<file path="src/rtl/oam_dma.sv">
// Sprite-DMA sequencer: on a CPU write to DMA_REG, halts the CPU and copies one
// 256-byte PRG page into OAM, one access per CPU cycle strobe.
module oam_dma #(
    parameter logic [15:0] DMA_REG = 16'h4014
) (
    input  logic        clock25,
    input  logic        reset_n,
    input  logic        ce_cpu,
    input  logic [15:0] cpu_a,
    input  logic [7:0]  cpu_o,
    input  logic        cpu_w,
    input  logic [7:0]  oam_start,
    output logic        halt,
    output logic        prg_req,
    output logic [15:0] prga,
    input  logic [7:0]  prgi,
    output logic [7:0]  oama,
    output logic [7:0]  oamd,
    output logic        oamw,
    output logic        busy
);

    typedef enum logic [2:0] {StIdle, StDummy, StAlign, StRead, StWrite} state_e;

    state_e     state_q, state_d;
    logic [7:0] page_q, page_d;
    logic [7:0] base_q, base_d;
    logic [7:0] idx_q, idx_d;
    logic [7:0] buf_q, buf_d;
    logic       par_q, par_d;

    always_ff @(posedge clock25 or negedge reset_n) begin
        if (!reset_n) begin
            state_q <= StIdle;
            page_q  <= 8'h00;
            base_q  <= 8'h00;
            idx_q   <= 8'h00;
            buf_q   <= 8'h00;
            par_q   <= 1'b0;
        end else begin
            state_q <= state_d;
            page_q  <= page_d;
            base_q  <= base_d;
            idx_q   <= idx_d;
            buf_q   <= buf_d;
            par_q   <= par_d;
        end
    end

    always_comb begin
        state_d = state_q;
        page_d  = page_q;
        base_d  = base_q;
        idx_d   = idx_q;
        buf_d   = buf_q;
        par_d   = par_q ^ ce_cpu;
        halt    = 1'b0;
        prg_req = 1'b0;
        prga    = 16'h0000;
        oama    = 8'h00;
        oamd    = 8'h00;
        oamw    = 1'b0;

        unique case (state_q)
            StIdle: begin
                if (ce_cpu && cpu_w && (cpu_a == DMA_REG)) begin
                    page_d  = cpu_o;
                    base_d  = oam_start;
                    idx_d   = 8'h00;
                    state_d = StDummy;
                end
            end
            StDummy: begin
                halt = 1'b1;
                // An odd CPU cycle at this point costs one extra alignment cycle.
                if (ce_cpu) state_d = par_q ? StAlign : StRead;
            end
            StAlign: begin
                halt = 1'b1;
                if (ce_cpu) state_d = StRead;
            end
            StRead: begin
                halt    = 1'b1;
                prg_req = 1'b1;
                prga    = {page_q, idx_q};
                if (ce_cpu) begin
                    buf_d   = prgi;
                    state_d = StWrite;
                end
            end
            StWrite: begin
                halt = 1'b1;
                oama = base_q + idx_q;
                oamd = buf_q;
                if (ce_cpu) begin
                    oamw = 1'b1;
                    if (idx_q == 8'hFF) begin
                        state_d = StIdle;
                    end else begin
                        idx_d   = idx_q + 8'h01;
                        state_d = StRead;
                    end
                end
            end
            default: state_d = StIdle;
        endcase

        busy = halt;
    end

endmodule

</file>
<file path="config.mk">
export PLATFORM = sky130hd
export DESIGN_NAME = oam_dma
export DESIGN_NICKNAME = d
export VERILOG_FILES = /design/src/rtl/oam_dma.sv
export SDC_FILE = /design/constraint.sdc
export NUM_CORES = 1
export LEC_CHECK = 0
export ABC_AREA = 1
export BUFFER_PORTS_ARGS = -buffer_cell sky130_fd_sc_hd__buf_2
export CORE_UTILIZATION = 50
export CTS_BUF_LIST = sky130_fd_sc_hd__clkbuf_4 sky130_fd_sc_hd__clkbuf_8
export CTS_CLUSTER_DIAMETER = 100
export DETAILED_ROUTE_END_ITERATION = 10
export PLACE_DENSITY = 0.8
export SLEW_MARGIN = 20
export SYNTH_ARGS = -nofsm -noshare
export SYNTH_HDL_FRONTEND = slang
export SYNTH_SLANG_ARGS = --single-unit
export TNS_END_PERCENT = 30
</file>
<file path="constraint.sdc">
create_clock -name clock25 -period 2 [get_ports clock25]
set_input_delay 0.4 -clock clock25 [delete_from_list [all_inputs] [get_ports clock25]]
set_output_delay 0.4 -clock clock25 [all_outputs]
set_load 0.02 [all_outputs]
</file>
# Yosys cells after proc, flatten, opt, wreduce, memory -nomap -nowiden
# Cells that the tools add are included.
[word_totals]
regBits = 36
latchBits = 0
ramBits = 0
rom_bits = 0
input_bits = 44
mem_count = 0
[classes]
n_addsub = 2
n_mul = 0
div = 0
order_cmp = 0
eq_ne = 12
shift = 0
muxes = 19
n_bitwise = 1
reduce_logical = 9
[op_table]
columns = ["operator", "n"]
rows = [
  ["2-to-1 mux 8 bit", 5],
  ["equality test 16 x 15 -> 1 bit (second input constant)", 1],
  ["2-to-1 mux 16 bit", 1],
  ["case mux 8 bit (2 select lines)", 1],
  ["2-to-1 mux 3 bit", 5],
  ["case mux 3 bit (5 select lines)", 1],
  ["inequality test 2 bit (second input constant)", 6],
  ["adder 8 x 1 -> 8 bit (second input constant)", 1],
  ["adder 8 bit", 1],
  ["equality test 8 bit (second input constant)", 1],
  ["equality test 3 x 2 -> 1 bit (second input constant)", 2],
  ["2-to-1 mux 1 bit", 5],
  ["AND reduction 5 bit", 1],
  ["AND reduction 2 bit", 2],
  ["AND reduction 4 bit", 1],
  ["OR reduction 4 bit", 1],
  ["equality test 3 x 1 -> 1 bit (second input constant)", 1],
  ["equality test 3 bit (second input constant)", 1],
  ["zero test 3 bit", 1],
  ["logical AND 1 bit", 2],
  ["2-to-1 mux 2 bit", 1],
  ["nonzero test 2 bit", 1],
  ["bitwise XOR 1 bit", 1],
]

# Logic depth before layout (Yosys ltp)
# Gate-level depths: netlist of the first run.
[depth]
depth_word = 4
ltp_mapped = 10
mapped_depth_nobuf = 9

# Worst setup path before layout of the first run
# No wires, ideal clock.
[synth_timing]
path_kind = "register to output"
startpoint = "register idx_q[0]"
endpoint = "output oama[4]"
arrival_ps = 1563
t_required_ps = 1600
path_slack_ps = 37
path_stages_with_launch = 6
path_buffers = 0
path_cell_list = "dfrtp_1 -> ha_1 -> fa_1 -> nand3_1 -> nand2_1 -> a21oi_1"
[synth_via]
elab_chain_cells = 2
[synth_rtl]
columns = ["item", "line_no", "text"]
rows = [
  ["from (decl)", "28", "logic [7:0] idx_q, idx_d;"],
  ["from (signal assigned)", "44", "idx_q <= idx_d;"],
  ["adder 8 bit", "93", "oama = base_q + idx_q;"],
  ["2-to-1 mux 8 bit", "64", "unique case (state_q)"],
  ["to (decl)", "17", "output logic [7:0] oama,"],
]
# No other way between the ends.

# Worst setup path in the final report of the first run
[layout_timing]
startpoint = "register base_q[0]"
endpoint = "output oama[6]"
[layout_via]
elab_chain_cells = 2
[layout_rtl]
columns = ["item", "line_no", "text"]
rows = [
  ["from (decl)", "27", "logic [7:0] base_q, base_d;"],
  ["from (signal assigned)", "43", "base_q <= base_d;"],
  ["adder 8 bit", "93", ""],
  ["2-to-1 mux 8 bit", "64", ""],
]
# No other way between the ends.

==> results of run 1 <==
==> through the flow <==
stage / std cells / worst slack, ns / instance area, µm²
CTS: 464 / -0.114 / 3050
finish: 469 / -0.205 / 3160
global placement: 445 / 0.111 / 2730
detailed placement: 445 / 0.0559 / 2730
global route: 469 / -0.237 / 3160
floorplan: 312 / 0.0366 / 2240
==> cells in the final DEF (no fill, tap or decap), types with 2 or more instances in the layout <==
master    netlist  final
clkbuf_8        0      5
buf_2           2     61
nand2_4         3      3
nand4_1         6      6
ha_1            8      2
dfrtp_2         0      2
o21ai_0         3      2
dfrtp_1        36     34
a21oi_1        18     12
clkinv_2        1      2
nand2_1        83     81
nand3_1        28     26
o21ai_1         5      4
xor2_1          3      3
nand3_2         0      2
o21ai_2         0      2
buf_4           2     40
nor2_1         57     56
buf_6           2      5
xnor2_1         3      2
nor2_4          2      3
inv_1          35     35
nand2_2         3      5
ha_4            0      5
a21oi_2         0      6
inv_2           4      3
==> repair_timing <==
| item | 4_1_cts | 5_1_grt |
|---|---|---|
| pin swaps | 6 | 4 |
| endpoints found under the setup margin | 25 | 33 |
| gates resized for setup | 27 | 24 |
| hold endpoints to repair | 0 | 0 |
| setup buffers | 11 | 5 |
==> worst max-delay path by stage <==
stage,startpoint,to
after floorplan,idx_q[0],oama[4]
after global placement,base_q[0],oama[6]
after detailed placement,base_q[2],oama[5]
after CTS,base_q[1],oama[4]
after global routing,base_q[0],oama[6]
final,base_q[0],oama[6]
==> worst max-delay path: stages (launching register included) <==
cell and delay [ns]:
dfrtp_1 0.40, ha_2 0.20, fa_2 0.37, a21oi_2 0.17, nand2_1 0.08, nand2_1 0.08, nor2_1 0.06, buf_4 0.16
==> cell families (layout without fill, tap and decap cells) <==
family / after synthesis / count (layout)
buffers and inverters: 47 / 154
XOR/XNOR: 6 / 6
flip-flops: 36 / 36
AO/OA/AOI/OAI: 28 / 28
AND/OR/NAND/NOR: 186 / 186
adder cells (fa/ha/maj): 9 / 9
==> per-layer routing <==
| layer | part of all wire | vias up | track usage |
|---|---|---|---|
| met1 | 0.40 | 1103 | 0.305 |
| met3 | 0.054 | 18 | 0.0444 |
| met2 | 0.51 | 96 | 0.501 |
| met4 | 0.036 | 0 | 0.161 |
| met5 | 0 | - | 0 |
| li1 | - | 1187 | - |
==> power breakdown <==
part / internal [µW] / leakage (µW) / total, µW / switching [µW]
clock: 369 / 0.0000541 / 638 / 269
combinational: 382 / 0.00122 / 1080 / 696
sequential: 849 / 0.000467 / 937 / 88.5
==> cell type report <==
| class | count | area share |
|---|---|---|
| repair buffers | 106 | 0.209 |
| clock buffers | 5 | 0.0218 |
| well taps | 50 | 0.0198 |
| inverters | 40 | 0.0494 |
| flip-flops and latches | 36 | 0.286 |
| multi-input cells | 229 | 0.401 |
| clock inverters | 3 | 0.0134 |
==> registers in the layout (all words and copies together), names as in the netlist <==
register and cells:
base_q 8, buf_q 8, idx_q 8, page_q 8, state_q 3, par_q 1
==> results.md, run 1 <==
- Status: finished with violations
- Violated checks: negative setup slack
- GRT Util Overall: 0.278
- Wire per inst: 13.3 µm
- Htree depth: 2
- Chip width: 69.0 µm
- Area of the multi-input gates: 1270 µm²
- Antenna violations before repair: 0
- CTS tree: yes
- Setup-failing EPs final: 8
- Number of global-route vias before repair: 2216
- Synth Area in Adders: 0.0535
- Gate Count Post-Synth: 312
- Fin nets: 471
- Via count: 2404
- Worst hold slack: 0.183 ns
- Clock sink count: 36
- Leakage Power: 0.00174 µW
- RSZ-0062 raised after global routing: true
- Final wirelength: 6250 µm
- Clock Path Buffers: 2
- Count leader, synth: nand2_1
- Post-DP HPWL: 4090 µm
- Compound-Gate Fraction of Synth Area: 0.0686
- Fin util: 0.763
- Synth Net Count: 365
- Post-synthesis mux area share: 0
- Syn_area_per_cell: 7.19 µm²
- Rows: 23
- Ant. Diodes: 0
- DR DRC count: 0
- Area of the core: 4140 µm²
- Power Dens Cells: 839 nW/µm²
- Die height: 69.0 µm
- Overall power: 2650 µW
- WP data arrival: 1.81 ns
- Final Hold Vio Count: 0
- Simple-gate share of the synthesized area: 0.363
- Slew margin rel.: 0.482
- RePlAce Congestion: 0.876
- Post-Synth XOR/XNOR Area: 0.0234
- Max cap viols: 0
- Reg2reg setup slack: 0.09 ns
- Clock skew: 0.00234 ns
- WS Path Type: reg -> out
- Distinct cells, synth: 28
- Post-synth top area cell: dfrtp_1
- Num ports: 80
- Input/output buffers: 79
- Area fraction of the dominant cell type after synthesis: 0.402
- FMAX: 453 MHz
- Crit path capture type: primary output
- Main area contributors after synthesis: dfrtp_1 40%, nand2_1 14%, nor2_1 9.5%, nand3_1 6.2%, inv_1 5.9%
- Synth warn: 0
- #FFs+latches synth: 36
- Fillers: 313
- Synth top cells by count: 83 x nand2_1, 57 x nor2_1, 36 x dfrtp_1
- Worst Tran Pin Value: 0.777 ns
- Grt total ovfl: 0
- Largest net degree at the start of global routing: 37
- FF-to-FF Start: idx_q[1]
- ANT nets after route: 0
- Worst Hold Class: in -> async
- Pins over their slew limit: 0
- Worst path required time: 1.60 ns
- Cts bufs inserted: 5
- Initial DRT Pass Iterations: 4
- Vias per cell: 5.13
- R2R cell count: 12
- Die Footprint: 4760 µm²
- Clk root buf: clkbuf_8
- Post-route minimum period: 2.21 ns
- Clock Latency Late Sink: 0.29 ns
- Seq/Total Area, Yosys: 0.402
- Largest family of logic cells by synthesized area: simple AND/OR/NAND/NOR gates
- Maximum VDD drop: 570 µV
- Smallest setup slack after layout: -0.205 ns
- Fraction of layout cells with a size suffix above 1: 0.365
- Register area: 903 µm²
- Cts-stage hold buffer count: 0
- Initial drt markers: 224
- R2R Path End: idx_q[2]
- Final worst-path cycle share: 1.10
- Initial Utilization: 0.541
- Area Overhead vs Synth: 41.0%
- Synth async-reset ratio: 1.00
- EDFF count, synth: 0
- Top FF cell, synth: dfrtp_1
- Post-Syn Area: 2240 µm²
- Crit start category: register
- Total Neg Setup Slack: -0.890 ns
- CTS clk-pin slew, worst paths: 0.07 ns
- First-pass GRT wire length: 9460 µm
- CP Max Fanout: 3
Note: power is estimated with default switching activity, not from simulation.
==> run 2: changes to the inputs <==
- CELL_PAD_IN_SITES_DETAIL_PLACEMENT: unset -> 0
- CELL_PAD_IN_SITES_GLOBAL_PLACEMENT: unset -> 1
- CORE_UTILIZATION: 50 -> 36
- PLACE_DENSITY: 0.8 -> unset
- PLACE_DENSITY_LB_ADDON: unset -> 0.1
==> run 2 against run 1 <==
  * The flow still finishes with violations (negative setup slack)
  * Combinational power shrank 9%
  * Maximum frequency grew 2.1%
  * Via count shrank 7.1%
  * Worst hold slack lost 0.13 ns
  * Clock power shrank 21%
  * Highest routed layer unchanged
  * Global-route usage shrank 8.7 points
  * Final cell count grew 3.6%
  * Largest power group unchanged
  * Die area grew 38%
==> results.md, run 2 (synthesis gave the netlist of run 1 again) <==
- Status: finished with violations (unchanged)
- Worst Path Buf+Inv: 2 (was 1)
- Violated checks: negative setup slack (unchanged)
- RSZ-0062 raised after global routing: true (unchanged)
- Clk root buf: clkbuf_8 (unchanged)
- WS Path Type: reg -> out (unchanged)
- Worst path depth: 6 (was 7)
- Input/output buffers: 79 (unchanged)
- Chip width: 80.9 µm (was 69.0 µm)
- Crit path capture type: primary output (unchanged)
- DR DRC count: 0 (unchanged)
- Worst hold slack: 0.0491 ns (was 0.183 ns)
- RePlAce Congestion: 0.825 (was 0.876)
- Smallest setup slack after layout: -0.161 ns (was -0.205 ns)
- Area Overhead vs Synth: 36.9% (was 41.0%)
- Worst Hold Class: in -> async (unchanged)
- Fin nets: 464 (was 471)
- Vias per cell: 4.60 (was 5.13)
- Switching power share of the total: 0.411 (was 0.397)
- Initial drt markers: 78 (was 224)
- CTS clk-pin slew, worst paths: 0.07 ns (about the same)
- Worst Tran Pin Value: 0.440 ns (was 0.777 ns)
- Clock skew: 0.00626 ns (was 0.00234 ns)
- Final wirelength: 5860 µm (was 6250 µm)
- FF-to-FF Start: idx_q[1] (unchanged)
- Pins over their slew limit: 0 (unchanged)
- Delay-heaviest family, CP: adder cells (unchanged)
- Antenna violations before repair: 0 (unchanged)
- Maximum VDD drop: 513 µV (was 570 µV)
- Final worst-path cycle share: 1.08 (was 1.10)
- Post-DP HPWL: 4310 µm (was 4090 µm)
- Crit start category: register (unchanged)
- Setup-failing EPs final: 6 (was 8)
- Power Dens Cells: 783 nW/µm² (was 839 nW/µm²)
- Flop pwr share: 0.383 (was 0.353)
- Clock sink count: 36 (unchanged)
- Number of global-route vias before repair: 2035 (was 2216)
- Combinational power share: 0.408 (was 0.406)
- Grt total ovfl: 0 (unchanged)
- ANT nets after route: 0 (unchanged)
- R2R cell count: 10 (was 12)
- Fillers: 659 (was 313)
- Leakage Power: 0.00169 µW (was 0.00174 µW)
- CP most frequent cell: buf_4 (was nand2_1)
- Htree depth: 2 (unchanged)
- Reg2reg setup slack: 0.17 ns (was 0.09 ns)
- Crit path cell chain: ha_2 -> fa_2 -> buf_4 -> o21ai_1 -> a21oi_1 -> buf_4 (was ha_2 -> fa_2 -> a21oi_2 -> nand2_1 -> nand2_1 -> nor2_1 -> buf_4)
- FMAX: 463 MHz (was 453 MHz)
- Most frequent cells in the layout: 82 x nand2_1, 72 x buf_2, 56 x nor2_1, 34 x inv_1, 33 x dfrtp_1 (was 81 x nand2_1, 61 x buf_2, 56 x nor2_1, 40 x buf_4, 35 x inv_1)
- Worst path required time: 1.60 ns (about the same)
- Clock Power Share: 0.209 (was 0.240)
- Most common cell after layout, fill and taps aside: nand2_1 (unchanged)
- R2R Path End: idx_q[2] (unchanged)
- Largest net degree at the start of global routing: 20 (was 37)
- Post-route minimum period: 2.16 ns (was 2.21 ns)
- Rows: 28 (was 23)
- Dpl cell area: 2780 µm² (was 2730 µm²)
- Cts-stage hold buffer count: 0 (unchanged)
- Initial Utilization: 0.377 (was 0.541)
- Clock Path Buffers: 2 (unchanged)
- Via count: 2234 (was 2404)
- Cts bufs inserted: 5 (unchanged)
- CTS tree: yes (unchanged)
- Final Hold Vio Count: 0 (unchanged)
- Ant. Diodes: 0 (unchanged)
- WP data arrival: 1.76 ns (was 1.81 ns)
- Slew margin rel.: 0.707 (was 0.482)
- NetSw: 987 µW (was 1050 µW)
- Die Footprint: 6550 µm² (was 4760 µm²)
- GRT Util Overall: 0.191 (was 0.278)
- Initial DRT Pass Iterations: 4 (unchanged)
- Clock Latency Late Sink: 0.28 ns (was 0.29 ns)
- CP Max Fanout: 3 (unchanged)
- Fraction of layout cells with a size suffix above 1: 0.345 (was 0.365)
- Cell area after layout: 3070 µm² (was 3160 µm²)
- Area of the core: 5960 µm² (was 4140 µm²)
- CP max stage delay: 0.40 ns (about the same)
- Num ports: 80 (unchanged)
- Internal cell power: 1420 µW (was 1600 µW)
- Die height: 80.9 µm (was 69.0 µm)
- Max cap viols: 0 (unchanged)
- Critical-path top delay cell: dfrtp_1 (unchanged)
- Total Neg Setup Slack: -0.611 ns (was -0.890 ns)
- Wire per inst: 12.1 µm (was 13.3 µm)
- First-pass GRT wire length: 9410 µm (was 9460 µm)
==> run 2: cell count changes in the layout (fill, tap and decap cells not counted), sizes merged <==
cell	before	now
buf	106	99
clkinvlp	1	0
bufinv	1	0
clkbuf	5	6
==> run 2: worst max-delay path by stage <==
stage | endpoint | startpoint | slack (ns)
floorplan | oama[4] | idx_q[0] | 0.04
global placement | oama[6] | base_q[0] | 0.1
detailed placement | oama[5] | base_q[2] | 0.09
CTS | oama[4] | idx_q[0] | -0.15
global route | oama[7] | idx_q[1] | -0.22
finish | oama[2] | idx_q[0] | -0.16
==> run 2: repair_timing <==
action / CTS / global route
resized for setup: 17 / 16
gates cloned: 0 / 0
setup endpoints to repair: 8 / 30
buffers inserted: 2 / 6
pin swaps: 4 / 5
==> run 2: per-layer routing <==
metal | vias up | part of all wire | wire [µm] | GRT usage
li1 | 1175 | - | - | -
met1 | 991 | 0.48 | 2810 | 0.257
met2 | 61 | 0.46 | 2690 | 0.308
met3 | 7 | 0.048 | 282 | 0.0371
met4 | 0 | 0.013 | 77 | 0.0554
met5 | - | 0 | 0 | 0
==> run 2: final cells by class <==
cell class	count	area (µm²)	share of cell area
Timing Repair Buffer	99	583	0.190
Inverter	40	154	0.0501
Clock buffer	6	76.3	0.0249
Clock inverter	1	5.00	0.00163
Tap cell	75	93.8	0.0306
Sequential cell	36	905	0.295
Multi-Input combinational cell	229	1250	0.408
==> run 2: per-stage QoR <==
stage	worst slack, ns	cells	total power (µW)	utilization
final	-0.161	486	2400	0.516
after detailed placement	0.0893	471	1900	0.467
after CTS	-0.146	480	2410	0.499
after global placement	0.0977	471	1890	0.467
after floorplan	0.0366	312	1620	-
after global routing	-0.222	486	2580	0.516
==> run 2: power groups by stage <==
| stage | registers (µW) | logic [µW] | clock network, µW |
|---|---|---|---|
| 4_1_cts | 918 | 970 | 521 |
| 6_report | 921 | 981 | 501 |
| 2_1_floorplan | 925 | 691 | 0 |
| 5_1_grt | 937 | 1100 | 542 |
| 3_3_place_gp | 928 | 962 | 0 |
| 3_5_place_dp | 931 | 964 | 0 |
==> run 3: changes to the inputs <==
- HOLD_SLACK_MARGIN: unset -> 0.12
- SKIP_LAST_GASP: unset -> 1
==> run 3 against run 2 <==
  * Die area did not move
  * The run still ends with negative setup slack left
  * First-iteration DRC count rose by 10%
  * Final cell count did not move
  * Global-route usage fell by 0.096 points
  * Sequential share of layout area rose by 0.21 points
  * Wire length fell by 1.0%
  * Total power fell by 0.57%
  * Via count fell by 0.76%
  * Setup slack improved by 0.035 ns
  * Non-clock buffer count did not move
==> results.md, run 3 (synthesis gave the netlist of run 1 again) <==
- Input/output buffers: 79 (unchanged)
- CTS tree: yes (unchanged)
- Reg2reg setup slack: 0.17 ns (about the same)
- Pins over their slew limit: 0 (unchanged)
- Fraction of layout cells with a size suffix above 1: 0.328 (was 0.345)
- Maximum VDD drop: 511 µV (was 513 µV)
- Htree depth: 2 (unchanged)
- Crit path from: base_q[0] (was idx_q[0])
- Via count: 2217 (was 2234)
- Most frequent cells in the layout: 82 x nand2_1, 72 x buf_2, 57 x nor2_1, 35 x inv_1, 34 x dfrtp_1 (was 82 x nand2_1, 72 x buf_2, 56 x nor2_1, 34 x inv_1, 33 x dfrtp_1)
- Die height: 80.9 µm (unchanged)
- Initial Utilization: 0.377 (unchanged)
- Violated checks: negative setup slack (unchanged)
- Post-DP HPWL: 4310 µm (unchanged)
- First-pass GRT wire length: 9360 µm (was 9410 µm)
- Worst path required time: 1.60 ns (about the same)
- Area of the core: 5960 µm² (unchanged)
- Slew margin rel.: 0.709 (was 0.707)
- Wire per inst: 11.9 µm (was 12.1 µm)
- Clock Latency Late Sink: 0.28 ns (about the same)
- Dpl cell area: 2780 µm² (unchanged)
- Final worst-path cycle share: 1.06 (was 1.08)
- ANT nets after route: 0 (unchanged)
- CP Max Fanout: 4 (was 3)
- Status: finished with violations (unchanged)
- DR DRC count: 0 (unchanged)
- Antenna violations before repair: 0 (unchanged)
- Rows: 28 (unchanged)
- Cell area after layout: 3040 µm² (was 3070 µm²)
- Crit path capture type: primary output (unchanged)
- Initial drt markers: 86 (was 78)
- RSZ-0062 raised after global routing: true (unchanged)
- Vias per cell: 4.56 (was 4.60)
- Post-route minimum period: 2.13 ns (was 2.16 ns)
- Largest net degree at the start of global routing: 20 (unchanged)
- Fin nets: 464 (unchanged)
- Leakage Power: 0.00169 µW (about the same)
- Crit start category: register (unchanged)
- Area Overhead vs Synth: 35.7% (was 36.9%)
- WS Path Type: reg -> out (unchanged)
- WP data arrival: 1.73 ns (was 1.76 ns)
- Power Dens Cells: 785 nW/µm² (was 783 nW/µm²)
- Worst Tran Pin Value: 0.437 ns (was 0.440 ns)
- RePlAce Congestion: 0.825 (unchanged)
- Ant. Diodes: 0 (unchanged)
- Setup-failing EPs final: 6 (unchanged)
- Clock Path Buffers: 2 (unchanged)
- Clock skew: 0.00628 ns (was 0.00626 ns)
- DR WL met2: 2640 µm (was 2690 µm)
- Worst Hold Class: in -> reg (was in -> async)
- FMAX: 470 MHz (was 463 MHz)
- Cts bufs inserted: 5 (unchanged)
- Setup WS pre-CTS: 0.0893 ns (unchanged)
- Wl on met1: 2780 µm (was 2810 µm)
- Chip width: 80.9 µm (unchanged)
- Total Neg Setup Slack: -0.571 ns (was -0.611 ns)
- FF-to-FF Start: idx_q[1] (unchanged)
- Grt total ovfl: 0 (unchanged)
- Num ports: 80 (unchanged)
- Initial DRT Pass Iterations: 4 (unchanged)
- Max cap viols: 0 (unchanged)
- Smallest setup slack after layout: -0.126 ns (was -0.161 ns)
- Die Footprint: 6550 µm² (unchanged)
- Hold path startpoint: oam_start[0]
- Final wirelength: 5800 µm (was 5860 µm)
- Overall power: 2390 µW (was 2400 µW)
- Most common cell after layout, fill and taps aside: nand2_1 (unchanged)
- Met3 WL: 267 µm (was 282 µm)
- Top layer in use: met4 (unchanged)
- Number of global-route vias before repair: 2047 (was 2035)
- GRT Util Overall: 0.190 (was 0.191)
- Clock sink count: 36 (unchanged)
- Final Hold Vio Count: 0 (unchanged)
- CTS clk-pin slew, worst paths: 0.07 ns (about the same)
- Clk root buf: clkbuf_8 (unchanged)
[run 3: through the flow]
| stage | hold slack, ns | cells | util |
|---|---|---|---|
| after floorplan | 0.104 | 312 | - |
| after global placement | 0.369 | 471 | 0.467 |
| after detailed placement | 0.372 | 471 | 0.467 |
| after CTS | 0.332 | 481 | 0.493 |
| after global routing | 0.350 | 486 | 0.511 |
| final | 0.341 | 486 | 0.511 |
[run 3: critical path: stages, from the launching register on]
cell,delay [ns]
dfrtp_1,0.39
ha_2,0.21
fa_2,0.38
nand3_1,0.09
nand2_1,0.07
o21ai_1,0.11
a21oi_1,0.05
buf_4,0.15
[run 3: repair_timing]
item / CTS / global route
gates resized for setup: 7 / 19
buffers inserted: 2 / 5
hold buffers: 1 / 0
hold endpoints to repair: 17 / 0
pin swaps: 1 / 7
endpoints found under the setup margin: 8 / 30
[run 3: path summary, 6_finish.rpt]
check / to / depth (start not counted)
hold reg to reg: page_q[2] / 2
min in group asynchronous: page_q[5] / 2
setup reg to reg: idx_q[2] / 10
max in group asynchronous: idx_q[1] / 3
setup / recovery: oama[4] / 7
hold / removal: base_q[0] / 3
[run 3: power by group]
part	switching, µW	total, µW	internal [µW]
logic	665	979	314
clock network	248	499	250
registers	64.6	912	847
[run 3: cell type report]
cell class | instances | area, µm²
Clock buffer | 6 | 76.3
Clock inverter | 1 | 5.00
Fill cell | 662 | 2910
Inverter | 40 | 154
Multi-Input combinational cell | 229 | 1230
Sequential cell | 36 | 903
Tap cell | 75 | 93.8
Timing Repair Buffer | 99 | 586
[run 3: metal layers]
metal  GRT usage  vias up
met5           0        -
met4      0.0696        0
met1       0.251      976
met2       0.305       60
met3      0.0382        9
li1            -     1172
